### config.mk
export PLATFORM = sky130hd
export DESIGN_NAME = alu_console
export DESIGN_NICKNAME = d
export VERILOG_FILES = /design/src/rtl/alu_console.sv
export SDC_FILE = /design/constraint.sdc
export NUM_CORES = 1
export LEC_CHECK = 0
export CORE_ASPECT_RATIO = 0.5
export CORE_UTILIZATION = 55
export DETAILED_ROUTE_END_ITERATION = 6
export GPL_TIMING_DRIVEN = 0
export PLACE_DENSITY = 0.78
export SYNTH_ARGS = -nofsm -noshare
export SYNTH_HDL_FRONTEND = slang
export SYNTH_SLANG_ARGS = --single-unit
### constraint.sdc
create_clock -name clk -period 12 [get_ports clk]
set_input_delay 3.6 -clock clk [delete_from_list [all_inputs] [get_ports clk]]
set_output_delay 3.6 -clock clk [all_outputs]
set_load 0.03 [all_outputs]
### src/rtl/alu_console.sv
// Operator console: assembles multi-chunk operands for an external ALU and keeps a DEPTH-entry result history.
// Optional edge-detected, synchronised strobe with `define ALU_CONSOLE_EDGE_EN (default: level strobe).
module alu_console #(
    parameter int WIDTH = 32,
    parameter int IN_W  = 5,
    parameter int OP_W  = 5,
    parameter int DEPTH = 8,
    localparam int VW   = $clog2(DEPTH),
    localparam int CW   = VW + 1
) (
    input  logic             clk,
    input  logic             rst_n,
    input  logic             enable,
    input  logic [IN_W-1:0]  in,
    input  logic [2:0]       ctrl,
    input  logic [WIDTH-1:0] alu_res,
    output logic [WIDTH-1:0] alu_src0,
    output logic [WIDTH-1:0] alu_src1,
    output logic [OP_W-1:0]  alu_op,
    output logic [WIDTH-1:0] data_out,
    output logic [CW-1:0]    hist_count,
    output logic [VW-1:0]    view_idx
);

    typedef enum logic [2:0] {
        LOAD_OP = 3'b000,
        LOAD_A  = 3'b001,
        LOAD_B  = 3'b010,
        EXEC    = 3'b011,
        OLDER   = 3'b100,
        NEWER   = 3'b101,
        CLEAR   = 3'b110,
        NOP     = 3'b111
    } act_e;

    logic strobe;

`ifdef ALU_CONSOLE_EDGE_EN
    // bit0 = s1, bit1 = s2 (synchronised), bit2 = s3 (previous s2)
    logic [2:0] vld_pipe;
    always_ff @(posedge clk or negedge rst_n) begin
        if (!rst_n) vld_pipe <= '0;
        else        vld_pipe <= {vld_pipe[1:0], enable};
    end
    assign strobe = vld_pipe[1] & ~vld_pipe[2];
`else
    assign strobe = enable;
`endif

    // Shift by IN_W is written as a shift so IN_W == WIDTH degenerates to a plain replace.
    function automatic logic [WIDTH-1:0] chunk(input logic [WIDTH-1:0] cur, input logic fresh,
                                               input logic [IN_W-1:0] d);
        logic [WIDTH-1:0] sh;
        sh = cur << IN_W;
        if (fresh) return WIDTH'($signed(d));
        return sh | WIDTH'(d);
    endfunction

    logic                         fresh0, fresh1;
    logic [VW-1:0]                wp;
    logic [DEPTH-1:0][WIDTH-1:0]  hist;
    logic [VW-1:0]                rd_idx;
    act_e                         act;

    assign act = act_e'(ctrl);

    always_ff @(posedge clk or negedge rst_n) begin
        if (!rst_n) begin
            alu_src0   <= '0;
            alu_src1   <= '0;
            alu_op     <= '0;
            wp         <= '0;
            hist_count <= '0;
            view_idx   <= '0;
            fresh0     <= 1'b1;
            fresh1     <= 1'b1;
        end else if (strobe) begin
            case (act)
                LOAD_OP: alu_op <= in[OP_W-1:0];
                LOAD_A: begin
                    alu_src0 <= chunk(alu_src0, fresh0, in);
                    fresh0   <= 1'b0;
                end
                LOAD_B: begin
                    alu_src1 <= chunk(alu_src1, fresh1, in);
                    fresh1   <= 1'b0;
                end
                EXEC: begin
                    wp       <= wp + VW'(1);
                    view_idx <= '0;
                    fresh0   <= 1'b1;
                    fresh1   <= 1'b1;
                    if (hist_count != CW'(DEPTH)) hist_count <= hist_count + CW'(1);
                end
                OLDER: begin
                    if (hist_count != '0 && (CW'(view_idx) + CW'(1)) < hist_count)
                        view_idx <= view_idx + VW'(1);
                end
                NEWER: begin
                    if (view_idx != '0) view_idx <= view_idx - VW'(1);
                end
                CLEAR: begin
                    alu_src0 <= '0;
                    alu_src1 <= '0;
                    fresh0   <= 1'b1;
                    fresh1   <= 1'b1;
                end
                default: ;
            endcase
        end
    end

    // History contents need no reset: they are masked while hist_count is zero.
    always_ff @(posedge clk) begin
        if (strobe && act == EXEC) hist[wp] <= alu_res;
    end

    assign rd_idx   = wp - VW'(1) - view_idx;
    assign data_out = (hist_count == '0) ? '0 : hist[rd_idx];

endmodule
==> results.md <==
* DRC viols at 0
* Final count of pins violating max slew at 0
* N_diodes at 0
* WS Path Type: register to output pin
* Slew HR at 32.00%
* Worst setup SP type: register
* Worst hold stages at 2
* Drt wl/cell at 22.35 um
* Worst-path clk slew at 0.07 ns
* TritonRoute pass-1 iters at 5
* Grt total ovfl at 0
* Post-synth EDFFs at 256
* Clock buffer depth at 3
* Final hold vios at 0
* Worst hold path type: register to register
* Critical path peak fanout at 10
* Fin nets at 1069
* FFs w/ async S/R, synth at 24.04%
* WP data required at 8.40 ns
* Post-synthesis sequential area ratio at 72.73%
* RePlAce Congestion at 0.8328
* Area share of the largest cell type after synthesis at 57.54%
* Core ar. at 0.02332 mm2
* CP cell instances: inv_1 > ha_1 > fa_1 > buf_2 > buf_1 > mux4_2 > nand2_1 > a21oi_1 > clkdlybuf4s50_1
* CTS Hold Bufs at 0
* Cell with the largest stage delay on the worst path: clkdlybuf4s50_1
* Worst slew pin tran at 1.012 ns
* 1st-iter DRT viols at 937
* YS warnings at 0
* Adder-cell area share of the yosys netlist at 1.143%
* Via density at 5.954
* Clock Tree Root: clkbuf_16
* Leading area contributor after synthesis: edfxtp_1
* GR Util met1 at 35.20%
* Synthesized Nets at 869
* Worst R2R Path Depth at 8
* #FFs+latches synth at 337
* Final setup viols at 0
* Setup TNS at 0 ns
* Num CTS Buffers at 28
* Library cells used by synthesis at 44
* Die Span Y at 112.2 um
* Cell row count at 39
* Status: finished clean
* Top FF cell, synth: edfxtp_1
* WP data arrival at 4.19 ns
* Worst Setup End Kind: output pin
* Port Buffer Count at 149
* M3 GR Usage at 4.921%
* Met2 Resource Use GR at 39.14%
* Synth top area cells: edfxtp_1 58%, dfrtp_1 15%, mux4_2 11%, nand2_1 3.8%, a21oi_1 3.3%
* Fillers at 1450
* Top-count cell post-synth: edfxtp_1
* Post-Synthesis Cell Area at 0.01336 mm2
* Number of global-route vias before repair at 8092
* Largest net degree at the start of global routing at 69
* Synth Area in Compound Gates at 6.743%
* Crit path max-delay family: buffers and inverters
* Maxcap violations at 0
* Max Clock Freq at 128.3 MHz
* Antenna violations before repair at 0
* Skew final at 0.02242 ns
* Overall power at 5.000 mW
* LEAKAGE at 5.903 nW
* Syn Inst Count at 815
* Layout area overhead at 24.12%
* I/O Pins at 151
* First-pass GRT wire length at 46540 um
* DR vias at 8002
* Die X at 222.4 um
* Setup bufs post-CTS at 0
* Largest family of logic cells by synthesized area: multiplexers
* RSZ-0062 raised after global routing: no
* Initial core utilization at 57.28%
* Syn avg cell area at 16.39 um2
* Pwr Density at 301.5 mW/mm2
* Post-CTS sizing at 0
* Die area at 0.02496 mm2
* Fin crit share at 64.93%
* Xor and xnor area share after synthesis at 0.7586%
* Synth Area in Simple Gates at 5.207%
* Post-synthesis mux area share at 11.38%
* H-Tree Depth at 1
* Critical path buffer and inverter count at 4
* Minimum clock period at 7.791 ns
* Routed Antenna Nets at 0
* CTS tree: built
* Clk Latency, worst-skew pair at 0.58 ns
* Worst vdd ir at 207.1 uV
* Total GRT Usage at 24.63%
* Post-Route WL at 30040 um
* Grt peak-use layer: met2
* Critical path depth at 9
* Clock sink count at 337
* Slowest stage delay, CP at 0.73 ns
* Share of cells above drive strength 1 at 17.65%
* Commonest cells in the netlist: 256 x edfxtp_1, 135 x nand2_1, 87 x a21oi_1
* Final HPWL DP at 19540 um
[kinds of logic after synthesis]
group           count (synthesis)
xor+xnor                        9
flops                         337
simple gates                  166
buf+inv                        56
mux                            71
fa+ha+maj                      11
compound gates                165
[tightest hold or removal path, cell delays in order (launching register included)]
cell     delay [ns]
dfrtp_1        0.34
nand2_1        0.04
o21ai_0        0.06
[placed cells by master (no fill, tap or decap), drive strengths merged, types with 3 or more instances in the layout]
cell | Yosys | routed
nand2b | 4 | 4
dfrtp | 79 | 79
xnor2 | 7 | 7
o21ai | 58 | 58
bufinv | 0 | 6
and3 | 3 | 3
edfxtp | 256 | 256
inv | 8 | 11
clkinv | 0 | 10
nor2 | 6 | 6
and2 | 4 | 4
nand2 | 135 | 135
a21oi | 87 | 87
mux4 | 64 | 64
buf | 25 | 47
clkdlybuf4s50 | 0 | 148
a22o | 11 | 11
nor3 | 5 | 5
clkbuf | 23 | 56
mux2 | 7 | 7
ha | 9 | 9
[per-layer routing]
layer / part of all wire, % / up-vias / wire length [um]
li1: - / 3502 / -
met1: 43 / 4111 / 13010
met2: 47 / 324 / 14220
met3: 6.7 / 65 / 2011
met4: 2.7 / 0 / 800
met5: 0 / - / 0
[area by class of cell]
| cell class | count | area [um2] | area share [%] |
|---|---|---|---|
| repair buffers | 170 | 1764 | 10.64 |
| inverters | 8 | 30.03 | 0.1811 |
| well taps | 307 | 384.1 | 2.316 |
| multi-input cells | 422 | 3420 | 20.62 |
| flip-flops and latches | 337 | 9717 | 58.59 |
| clock inverters | 19 | 276.5 | 1.667 |
| clock buffers | 33 | 749.5 | 4.519 |
| plain buffers | 48 | 242.7 | 1.464 |
[worst paths after layout]
| path | startpoint | to | slack (ns) |
|---|---|---|---|
| setup / recovery | view_idx[0] | data_out[20] | 4.21 |
| hold / removal | alu_src1[30] | alu_src1[30] | 0.48 |
| setup reg to reg | view_idx[0] | view_idx[2] | 9.71 |
| hold reg to reg | alu_src1[30] | alu_src1[30] | 0.48 |
| max in group asynchronous | rst_n | fresh0 | 8.49 |
| min in group asynchronous | rst_n | alu_src0[27] | 2.89 |
[state kept, by name (all words and copies together), names as in the netlist]
signal	count
wp	3
alu_src1	32
fresh1	1
alu_src0	32
hist_count	4
alu_op	5
fresh0	1
view_idx	3
hist	256
[power by group]
part,internal (mW),switching (mW),total (mW),leakage [nW]
Combinational,1.11,1.50,2.61,2.03
Sequential,1.32,0.0612,1.39,3.36
Clock,0.581,0.425,1.01,0.509
Total,3.01,1.99,5.00,5.90
[per-stage QoR]
| step | worst slack [ns] | util, % | hold WS [ns] | cell area, um2 | instances |
|---|---|---|---|---|---|
| 6_report | 4.209 | 71.10 | 0.4805 | 16580 | 1344 |
| 5_1_grt | 4.034 | 71.10 | 0.5170 | 16580 | 1344 |
| 4_1_cts | 4.185 | 71.10 | 0.4858 | 16580 | 1344 |
| 3_5_place_dp | 4.798 | 66.70 | 0.4698 | 15560 | 1292 |
| 3_3_place_gp | 0.6608 | 65.32 | 0.4613 | 15240 | 1271 |
| 2_1_floorplan | 4.375 | - | 0.5638 | 13360 | 815 |
No activity file was read; power rests on OpenSTA's default activity.
